## src/rtl/fpu_issue_ctrl.sv

```systemverilog
// fpu_issue_ctrl: one-at-a-time request/response wrapper around the fpu with stale-finish masking.
// Define FPU_TIMEOUT_EN to abandon multi-cycle ops that never finish (qNaN + rsp_err).
module fpu_issue_ctrl #(
    parameter int MIN_WAIT = 2,
    parameter int TIMEOUT  = 64
) (
    input  logic        clk,
    input  logic        reset,
    input  logic        req_valid,
    output logic        req_ready,
    input  logic [3:0]  req_funct,
    input  logic [31:0] req_a,
    input  logic [31:0] req_b,
    output logic [3:0]  fpu_funct,
    output logic [31:0] fpu_a,
    output logic [31:0] fpu_b,
    input  logic [31:0] fpu_o,
    input  logic        fpu_finish,
    output logic        rsp_valid,
    input  logic        rsp_ready,
    output logic [31:0] rsp_data,
    output logic        rsp_err,
    output logic        busy
);
    localparam int CW = $clog2(TIMEOUT + 1);

    typedef enum logic [1:0] {IDLE, WAIT, RESP} state_t;

    state_t        state_q, state_d;
    logic [CW-1:0] cnt_q, cnt_d;
    logic [3:0]    fpu_funct_q, fpu_funct_d;
    logic [31:0]   fpu_a_q, fpu_a_d, fpu_b_q, fpu_b_d, rsp_data_q, rsp_data_d;
    logic          rsp_valid_q, rsp_valid_d, rsp_err_q, rsp_err_d;
    logic          done;

    function automatic logic is_multi(input logic [3:0] f);
        return f == 4'd0 || f == 4'd1 || f == 4'd3;
    endfunction

    function automatic logic is_supported(input logic [3:0] f);
        return is_multi(f) || f == 4'd4 || f == 4'd5;
    endfunction

    // finish is only trusted after MIN_WAIT cycles so a level left over from the last op is ignored
    assign done = is_multi(fpu_funct_q) ? (cnt_q >= CW'(MIN_WAIT) && fpu_finish)
                                        : (cnt_q == CW'(MIN_WAIT));

    always_comb begin
        state_d     = state_q;
        cnt_d       = cnt_q;
        fpu_funct_d = fpu_funct_q;
        fpu_a_d     = fpu_a_q;
        fpu_b_d     = fpu_b_q;
        rsp_valid_d = rsp_valid_q;
        rsp_data_d  = rsp_data_q;
        rsp_err_d   = rsp_err_q;
        if (state_q == IDLE) begin
            if (req_valid) begin
                fpu_funct_d = req_funct;
                fpu_a_d     = req_a;
                fpu_b_d     = req_b;
                cnt_d       = '0;
                if (is_supported(req_funct)) begin
                    state_d = WAIT;
                end else begin
                    state_d     = RESP;
                    rsp_valid_d = 1'b1;
                    rsp_data_d  = '0;
                    rsp_err_d   = 1'b1;
                end
            end
        end else if (state_q == WAIT) begin
`ifdef FPU_TIMEOUT_EN
            cnt_d = cnt_q + 1'b1;
`else
            cnt_d = (cnt_q == CW'(MIN_WAIT)) ? cnt_q : cnt_q + 1'b1;
`endif
            if (done) begin
                state_d     = RESP;
                rsp_valid_d = 1'b1;
                rsp_data_d  = fpu_o;
                rsp_err_d   = 1'b0;
            end
`ifdef FPU_TIMEOUT_EN
            else if (cnt_q == CW'(TIMEOUT - 1)) begin
                state_d     = RESP;
                rsp_valid_d = 1'b1;
                rsp_data_d  = 32'h7FC0_0000;
                rsp_err_d   = 1'b1;
            end
`endif
        end else if (rsp_ready) begin
            state_d     = IDLE;
            rsp_valid_d = 1'b0;
        end
    end

    always_ff @(posedge clk or posedge reset) begin
        if (reset) begin
            state_q     <= IDLE;
            cnt_q       <= '0;
            fpu_funct_q <= '0;
            fpu_a_q     <= '0;
            fpu_b_q     <= '0;
            rsp_valid_q <= 1'b0;
            rsp_data_q  <= '0;
            rsp_err_q   <= 1'b0;
        end else begin
            state_q     <= state_d;
            cnt_q       <= cnt_d;
            fpu_funct_q <= fpu_funct_d;
            fpu_a_q     <= fpu_a_d;
            fpu_b_q     <= fpu_b_d;
            rsp_valid_q <= rsp_valid_d;
            rsp_data_q  <= rsp_data_d;
            rsp_err_q   <= rsp_err_d;
        end
    end

    assign req_ready = state_q == IDLE;
    assign busy      = state_q != IDLE;
    assign fpu_funct = fpu_funct_q;
    assign fpu_a     = fpu_a_q;
    assign fpu_b     = fpu_b_q;
    assign rsp_valid = rsp_valid_q;
    assign rsp_data  = rsp_data_q;
    assign rsp_err   = rsp_err_q;
endmodule

```

## config.mk

```make
export PLATFORM = sky130hd
export DESIGN_NAME = fpu_issue_ctrl
export DESIGN_NICKNAME = d
export VERILOG_FILES = /design/src/rtl/fpu_issue_ctrl.sv
export SDC_FILE = /design/constraint.sdc
export NUM_CORES = 1
export LEC_CHECK = 0
export CAP_MARGIN = 10
export CELL_PAD_IN_SITES_DETAIL_PLACEMENT = 0
export CELL_PAD_IN_SITES_GLOBAL_PLACEMENT = 1
export CORE_ASPECT_RATIO = 1.25
export CORE_MARGIN = 4
export CORE_UTILIZATION = 33
export CTS_CLUSTER_SIZE = 20
export DETAILED_ROUTE_END_ITERATION = 8
export PLACE_DENSITY_LB_ADDON = 0.1
export SLEW_MARGIN = 0
export SYNTH_ARGS = -nofsm -noshare
export SYNTH_HDL_FRONTEND = slang
export SYNTH_SLANG_ARGS = --single-unit
```

## constraint.sdc

```tcl
create_clock -name clk -period 5.9 [get_ports clk]
set_input_delay 1.18 -clock clk [delete_from_list [all_inputs] [get_ports clk]]
set_output_delay 1.18 -clock clk [all_outputs]
set_load 0.03 [all_outputs]
```

### Yosys cells after proc, flatten, opt, wreduce, memory -nomap -nowiden

Cells that the tools add are included.

* output and inout port bits: 104
* input port bits: 105
* flip-flop bits (word level): 111

* magnitude comparators: 1
* add/sub/neg operators: 1
* mux-type cells: 25
* equality and inequality tests: 12
* reductions and logical operators: 19

Operators with widths (number)
* 32-bit 2-to-1 mux: 5
* 7-bit 2-to-1 mux: 4
* 2-bit 2-to-1 mux: 6
* 1-bit 2-to-1 mux: 10
* 4-bit by 1-bit equality test with 1-bit output, second input constant: 2
* 4-bit by 2-bit equality test with 1-bit output, second input constant: 2
* 4-bit by 3-bit equality test with 1-bit output, second input constant: 2
* 4-bit zero test: 2
* 4-bit AND reduction: 2
* 7-bit by 1-bit adder with 7-bit output, second input constant: 1
* 7-bit by 2-bit equality test with 1-bit output, second input constant: 1
* 7-bit by 2-bit greater-or-equal comparator with 1-bit output, second input constant: 1
* 1-bit logical OR: 6
* 2-bit != test, second input constant: 3
* 3-bit AND reduction: 2
* 2-bit nonzero test: 3
* 3-bit != test, second input constant: 1
* 3-bit nonzero test: 1
* 2-bit by 1-bit equality test with 1-bit output, second input constant: 1
* 2-bit zero test: 1
* 2-bit AND reduction: 1
* 1-bit logical AND: 1

### Depth between registers and ports, before layout

* word-level depth: 8
* gate-level depth with buffers: 7
* gate-level depth less buffers: 7

### Worst setup path before layout

Ideal clock, no wire load.

* kind: flip-flop to output port
* start: register state_q[1]
* end: output port busy
* slack: 3.416 ns
* path buffers: 1
* stages on the path, launching flop included: 4
* arrival time: 1.304 ns
* data required time: 4.720 ns
* cells stage by stage: dfrtp_1 -> clkbuf_1 -> nor2_1 -> inv_1

* longest elaborated chain between the ends: 1

RTL lines
* from (decl): line 29 `state_t state_q, state_d;`
* from (signal assigned): line 109 `state_q <= state_d;`
* 2-bit nonzero test: line 121 `assign busy = state_q != IDLE;`
* to (decl): line 23 `output logic busy`

No other way between the ends.

### Worst setup path after layout

* start: register state_q[1]
* end: output port req_ready

* longest elaborated chain between the ends: 1

RTL lines
* 2-bit zero test: line 120 `assign req_ready = state_q == IDLE;`
* to (decl): line 10 `output logic req_ready,`

No other way between the ends.

==> results.md <==
* Cells after Synth at 461
* Number of global-route vias before repair at 3929
* Mux contribution to synthesized area at 0.00875
* Synth cell types at 37
* Clock root cell: clkbuf_16
* Slew headroom at 0.360
* CTS sink count at 111
* Met1 GRT Util at 0.206
* Syn_nets at 568
* Asr flop ratio synth at 1.00
* Antenna violations before repair at 0
* Top FF cell, synth: dfrtp_1
* EDFF count, synth at 0
* P&R area growth vs syn at 54.5%
* WS Path Type: flip-flop to output pin
* # DRC at 0
* Worst path required time at 4.72 ns
* CTS tree: built
* Layout cells sized above 1 at 0.0876
* Worst-path cell chain: nor2_1, clkdlybuf4s50_1
* Vias/cell at 4.57
* Pin count of the biggest net entering global routing at 79
* Simple logic cell fraction of the synthesized area at 0.258
* CP peak stage delay at 0.74 ns
* Die W at 113 um
* Max stage delay cell, worst path: clkdlybuf4s50_1
* Finished Layout Cells at 833
* Hold crit path type: flip-flop to flip-flop
* MaxCap Viol Count at 0
* Post-synthesis xor/xnor area fraction at 0.00766
* Setup TNS at 0 ns
* HP Start: fpu_a[8]
* Router iterations before antenna repair at 4
* Routed length per instance at 15.3 um
* CP Max Fanout at 6
* Placed cell area at 6770 um2
* Final Wtd Congestion at 0.760
* Syn avg cell area at 9.92 um2
* Met2 Use GR at 0.263
* Final Skew at 0.0100 ns
* Run status: completed
* Crit path max-delay family: buffers and inverters
* Aggregate routed wire length at 12800 um
* Met3 usage at 0.0625
* IO Port Bufs at 208
* P_leak at 3.40 nW
* WP buf/inv at 1
* GRT Util Overall at 0.163
* Period utilization at 0.510
* RSZ-0062 raised after global routing: no
* Routed Antenna Nets at 0
* Data arrival, critical path at 1.83 ns
* Final hold vios at 0
* Gr busiest metal: met2
* Slew Viols, Final at 0
* First-pass GRT wire length at 20800 um
* Fin nets at 764
* Synth Register Bits at 111
* Final Setup Violations at 0
* Initial core utilization at 0.341
* CP Depth at 2
* Type of origin of the critical path: flip-flop
* Final Critical Period at 3.01 ns
* H-tree Lvls at 3
* Via count at 3805
* CTS Buf Count at 9
* Synthesized area at 4570 um2
* Power Total at 3.91 mW
* CTS max path bufs at 2
* Cell count after placement at 816
* Sequential fraction of the synthesis area at 0.607
* Die Y-Extent at 140 um
* Clock slew at reported path FFs at 0.07 ns
* Post-route cell area at 7070 um2
* Die area at 15800 um2
* Final core occ at 0.527
* IR drop worst, VDD at 0.263 mV
* Critical path launch point: state_q[1]
* N_diodes at 0
* Post-CTS sizing at 0
* Worst R2R Start: cnt_q[2]
* Worst Tran Pin Value at 0.959 ns
* Core box area at 13400 um2
* # rows at 47
* Total congestion overflow at 0
* Drt initial violations at 224
* Post-CTS setup buffers at 0
* Final HPWL DP at 8900 um
* Post-synthesis adder-cell area fraction at 0.00547
* Post-synthesis compound-gate area fraction at 0.0777
* Largest family of logic cells by synthesized area: simple AND/OR/NAND/NOR gates
* I/O Pins at 209
* Skew-Pair Late Insertion Delay at 0.34 ns
* Setup crit end kind: output pin
* Hold_buf cts at 0
* Syn. warnings at 0
* Fmax at 333 MHz
* Hold Crit Depth at 2
* Pwr dens at 553 nW/um2
* R2R depth at 6
==> cell families (layout without fill, tap and decap cells) <==
group,Yosys count,after routing
compound gates,42,42
xor+xnor,4,4
fa+ha+maj,2,2
buf+inv,33,234
flops,111,111
mux,4,4
simple gates,265,265
==> metrics by stage <==
step / setup WS (ns) / hold WS, ns
3_3_place_gp: 2.52 / 0.457
5_1_grt: 2.77 / 0.494
6_report: 2.89 / 0.473
4_1_cts: 2.85 / 0.478
2_1_floorplan: 1.79 / 0.501
3_5_place_dp: 2.50 / 0.462
==> per-layer routing <==
layer / vias to the layer above / routed length (um) / share of wire
met2: 125 / 6160 / 0.48
met1: 1783 / 5340 / 0.42
li1: 1888 / - / -
met5: - / 0 / 0
met4: 0 / 149 / 0.012
met3: 9 / 1120 / 0.087
==> area by class of cell <==
type                       instances  area [um2]
fill                            1273        6340
timing repair buffer             213        2140
inverter                           5        21.3
sequential                       111        2780
multi-input combinational        317        1640
tap                              171         214
clock inverter                     6        46.3
clock buffer                      10         229
==> worst paths after layout <==
path                            slack (ns)            to
worst max-delay path                  2.89     req_ready
worst min-delay path                  0.47      fpu_a[8]
worst max register to register        3.43  rsp_data[30]
worst min register to register        0.47      fpu_a[8]
max in group asynchronous             3.47      fpu_a[8]
min in group asynchronous             1.42     fpu_b[27]
==> where the power goes <==
part / total [mW] / switching, mW / internal [mW]
Combinational: 2.06 / 1.22 / 0.835
Clock: 0.566 / 0.277 / 0.289
Sequential: 1.28 / 0.196 / 1.09
==> worst min-delay path: stages (launching register included) <==
cell,delay (ns)
dfrtp_1,0.34
nand2_1,0.05
nand2_1,0.05
==> flip-flops by register name, indices dropped and copies added (netlist names) <==
register and flops:
rsp_data 32, state_q 2, fpu_b 32, rsp_valid 1, rsp_err 1, fpu_funct 4
cnt_q 7, fpu_a 32
==> cells in the mapped netlist, types with 2 or more instances <==
cell type,instances,share of area
a21oi_1,3,0.0033
dfrtp_1,111,0.61
nor2_1,7,0.0057
and3_1,8,0.011
and3_2,24,0.039
buf_6,3,0.0074
xor2_1,4,0.0077
mux2i_1,4,0.0088
a31o_2,3,0.0057
clkbuf_2,2,0.0022
a31o_1,29,0.056
o21ai_0,2,0.0022
inv_1,5,0.0041
nand2_1,210,0.17
ha_1,2,0.0055
clkbuf_1,21,0.017
nand4_1,3,0.0041
==> layout by cell type, fill, tap and decap left out, drive strengths merged, types with 3 or more instances in the layout <==
| cell | count |
|---|---|
| nand2 | 211 |
| clkdlybuf4s50 | 208 |
| dfrtp | 111 |
| a31o | 32 |
| and3 | 32 |
| clkbuf | 10 |
| nor2 | 7 |
| inv | 6 |
| buf | 5 |
| xor2 | 4 |
| mux2i | 4 |
| nand4 | 3 |
| a21oi | 3 |
| clkinv | 3 |
No activity file was read; power rests on OpenSTA's default activity.
==> edit 1: new RTL, config.mk and constraints unchanged <==
Set the parameter `TIMEOUT` to 128 (it was 64).
--- a/src/rtl/fpu_issue_ctrl.sv
+++ b/src/rtl/fpu_issue_ctrl.sv
@@ -3,5 +3,5 @@
 module fpu_issue_ctrl #(
     parameter int MIN_WAIT = 2,
-    parameter int TIMEOUT  = 64
+    parameter int TIMEOUT  = 128
 ) (
     input  logic        clk,
Check against the original RTL: same outputs for any inputs over 4 cycles, from zero or initial values and one cycle with reset high; that may be too few to reach the edited logic, so the function may still have changed.
==> edit 1 against the unedited design <==
Wire length fell by 3.4%; sequential cell count up 1; total power up 3.2%; highest routed layer unchanged; area after synthesis grew 1.3%; maximum frequency down 0.93%; hold slack better by 0.0013 ns; global-route usage shrank 0.77 points; final area up 1.0%; setup slack worse by 0.028 ns; critical endpoint unchanged.
==> edit 1: results (changes against the unedited design) <==
Most frequent cells after synthesis: 241 x nand2_1, 112 x dfrtp_1, 35 x inv_1
Metal1 wirelength: 5.122 mm (-4.0%)
CTS Root Cell: clkbuf_16
PortBufs: 208 (unchanged)
Post-DR wirelength/cell: 14.15 um (-7.6%)
Met1 GRT Util: 19.87% (-0.69 points)
Critical Path AT: 1.85 ns (+0.02 ns)
Status: finished, final reports clean
Pin count of the biggest net entering global routing: 81 (+2.5%)
Worst hold path class: flop to flop
Crit. Startpoint: state_q[1]
Dominant synthesized flop cell: dfrtp_1
Slew HR: 30.93% (-5.1 points)
Antenna violations before repair: 0 (unchanged)
Clock skew: 0.01187 ns (+0.001830 ns)
First-pass GRT wire length: 20.05 mm (-3.6%)
GPL Wtd Cong: 0.7555 (-0.59%)
Setup Fix Bufs, Post-CTS: 0 (unchanged)
Hold wc startpoint: fpu_a[19]
Avg Vias per Cell: 4.387 (-4.0%)
Drt pass-1 iters: 5 (+1)
DR iter-0 viols: 124 (-45%)
Vias in the first global route: 3890 (-0.99%)
Layout cells sized above 1: 4.167% (-4.6 points)
Seq/Total Area, Yosys: 60.49% (-0.23 points)
Met3 Track Usage GR: 6.396% (+0.14 points)
TritonCTS buffer count: 9 (unchanged)
CTS Buffer Depth: 2 (unchanged)
Clk slew on worst S/H paths: 0.07 ns (about the same)
YS warnings: 0 (unchanged)
Slowest-stage cell, CP: clkdlybuf4s50_1
H-tree depth: 3 (unchanged)
Non-filler instance count after layout: 871 (+4.6%)
GRT Overall Usage: 15.49% (-0.77 points)
Netlist cell types: 29 (-22%)
Met2 wire length: 5.909 mm (-4.0%)
Area post-placement: 0.006843 mm^2 (+1.1%)
Max incr delay on CP: 0.75 ns
IR drop worst, VDD: 0.2682 mV (+1.9%)
Clock latency on the worst-skew pair: 0.34 ns (about the same)
Leak pwr: 3.664 nW (+7.8%)
FF+latch area: 0.002803 mm^2 (+0.90%)
Post-DP HPWL: 8.693 mm (-2.3%)
Fillcell total: 1321 (+3.8%)
# diodes: 0 (unchanged)
DP Worst Slack: 2.720 ns (+0.2230 ns)
Fin nets: 798 (+4.5%)
Met3 routed WL: 1.130 mm (+1.3%)
Maximum fanout along the worst path: 6 (unchanged)
Post-cts sizing count: 0 (unchanged)
M2 GR Usage: 24.28% (-2.0 points)
Syn Inst Count: 490 (+6.3%)
DR top layer: met4
Ys async rst share: 100.0% (unchanged)
Main area contributors after synthesis: dfrtp_1 60%, nand2_1 20%, mux2i_1 7.1%, inv_1 2.8%, buf_6 1.5%
Placed insts: 855 (+4.8%)
Syn nets: 597 (+5.1%)
edit 1: changes by cell type after synthesis, sizes merged, moves of 3 or more:
cell,change
nand2,+31
inv,+30
mux2i,+29
a31o,-32
nand3,+6
nand2b,+3
clkbuf,-8
and3,-30
edit 1: cell type report:
type | count | share of cell area [%]
Tap cell | 175 | 3.066
Clock inverter | 6 | 0.9637
Timing Repair Buffer | 212 | 29.58
Sequential cell | 112 | 39.25
Inverter | 35 | 1.875
Clock buffer | 10 | 3.207
Multi-Input combinational cell | 321 | 22.06
edit 1: path summary, 6_finish.rpt:
path                            slack [ns]  cells after the start           end
worst max-delay path                  2.87                      2     req_ready
worst min-delay path                  0.47                      2     fpu_a[19]
worst max register to register        3.63                      7   rsp_data[6]
worst min register to register        0.47                      2     fpu_a[19]
max in group asynchronous             3.48                      3  rsp_data[28]
min in group asynchronous             1.39                      2     fpu_a[30]
edit 1: cell families (layout without fill, tap and decap cells):
logic type / Yosys count / count (layout) / synth area share (%)
adders and majority gates: 2 / 2 / 0.5400
DFF: 112 / 112 / 60.49
xor gates and xnor gates: 3 / 3 / 0.5672
and+or+nand+nor: 272 / 272 / 24.09
muxes: 33 / 33 / 7.129
buffers and inverters: 57 / 263 / 5.590
AOI/OAI and AO/OA: 11 / 11 / 1.594
edit 1: report_power, final:
part | internal (W) | switching [W] | leakage [nW] | total, W
registers | 0.00112 | 0.000195 | 1.44 | 0.00131
clock network | 0.000332 | 0.000281 | 0.143 | 0.000613
logic | 0.000848 | 0.00126 | 2.08 | 0.00211
edit 1: critical path: cells and delay by family, from the launching register on:
| kind | cells | cell delay, ns |
|---|---|---|
| buffers and inverters | 1 | 0.75 |
| and+or+nand+nor | 1 | 0.33 |
| DFF | 1 | 0.44 |
==> edit 2: new RTL, config.mk and constraints unchanged <==
Made on the original files. Encoding of `state_t`: now one-hot (3 bits for 3 states).
--- a/src/rtl/fpu_issue_ctrl.sv
+++ b/src/rtl/fpu_issue_ctrl.sv
@@ -25,5 +25,5 @@
     localparam int CW = $clog2(TIMEOUT + 1);
 
-    typedef enum logic [1:0] {IDLE, WAIT, RESP} state_t;
+    typedef enum logic [2:0] {IDLE = 3'b001, WAIT = 3'b010, RESP = 3'b100} state_t;
 
     state_t        state_q, state_d;
Function: no difference found for any inputs over 4 cycles, from zero or initial values and one cycle with reset high; so few cycles prove little.
==> edit 2 against the unedited design <==
Utilization increased by 0.74 points; final cell count shrank 3.0%; area after synthesis decreased by 3.7%; largest power group unchanged; setup slack worse by 0.17 ns; final area fell by 2.5%; die area shrank 3.4%; total power decreased by 11%; critical path type unchanged; wire length about the same; maximum frequency shrank 5.4%; sequential cell count up 1.
==> edit 2: results (changes against the unedited design) <==
First-pass GRT wire length: 19.73 mm (-5.1%)
GPL Wtd Cong: 0.7262 (-4.4%)
Placed insts: 791 (-3.1%)
Vias: 3725 (-2.1%)
Seq/Total Area, Yosys: 63.63% (+2.9 points)
Syn nets: 541 (-4.8%)
Most frequent cells after synthesis: 208 x nand2_1, 111 x dfrtp_1, 32 x a22o_1
Vias in the first global route: 3812 (-3.0%)
DR iter-0 viols: 168 (-25%)
DP Worst Slack: 2.536 ns (+0.03853 ns)
Netlist cell types: 39 (+5.4%)
Metal1 wirelength: 5.326 mm (-0.21%)
GRT Overall Usage: 16.14% (-0.11 points)
Final wirelength: 12.75 mm (about the same)
Maximum fanout along the worst path: 7 (+1)
IR drop worst, VDD: 0.2179 mV (-17%)
Syn Inst Count: 434 (-5.9%)
Main area contributors after synthesis: dfrtp_1 63%, nand2_1 18%, a22o_1 6.4%, buf_6 1.5%, clkbuf_1 0.94%
Post-DP HPWL: 8.918 mm (+0.19%)
Leak pwr: 3.252 nW (-4.3%)
Status: finished, final reports clean
Met1 GRT Util: 19.89% (-0.67 points)
Area post-placement: 0.006591 mm^2 (-2.6%)
Fin nets: 742 (-2.9%)
Met2 wire length: 6.117 mm (-0.63%)
## edit 2: changes by cell type after synthesis, sizes merged, moves of 4 or more
cell    unedited run  this run
a22o               1        32
a31o              32         0
and3              32         0
buf                4        12
clkbuf            24        11
o21ai              2         6
## edit 2: power by group
| group | internal (W) | total (W) | switching [W] |
|---|---|---|---|
| logic | 0.000679 | 0.00169 | 0.00101 |
| clock network | 0.000289 | 0.000569 | 0.000280 |
| registers | 0.00104 | 0.00120 | 0.000162 |
## edit 2: layout make-up
| type | count | area (um^2) |
|---|---|---|
| Multi-Input combinational cell | 293 | 1440 |
| Clock buffer | 10 | 229.0 |
| Tap cell | 168 | 210.2 |
| Clock inverter | 6 | 43.79 |
| Timing Repair Buffer | 213 | 2140 |
| Inverter | 6 | 25.02 |
| Sequential cell | 112 | 2804 |
| Fill cell | 1203 | 6001 |
## edit 2: cells by family after synthesis
| family | Yosys count | synth area share [%] |
|---|---|---|
| xor+xnor | 3 | 0.5964 |
| mux | 2 | 0.4827 |
| compound gates | 52 | 9.427 |
| simple gates | 234 | 21.58 |
| fa+ha+maj | 2 | 0.5678 |
| buf+inv | 29 | 3.719 |
| flops | 112 | 63.63 |
## edit 2: final timing paths
kind / slack (ns) / endpoint / start / cells after the start
max in group asynchronous: 3.44 / fpu_b[31] / reset / 3
min reg2reg: 0.48 / fpu_a[28] / fpu_a[28] / 2
max: 2.72 / req_ready / state_q[0] / 2
max reg2reg: 3.38 / cnt_q[0] / state_q[0] / 5
min: 0.48 / fpu_a[28] / fpu_a[28] / 2
min in group asynchronous: 1.41 / rsp_data[26] / reset / 2
## edit 2: worst reg2reg max path: cells and delay by family (launching register included)
kind / cells / cell delay, ns
compound gates: 1 / 0.16
buf+inv: 1 / 0.46
flops: 1 / 0.58
simple gates: 3 / 1.22
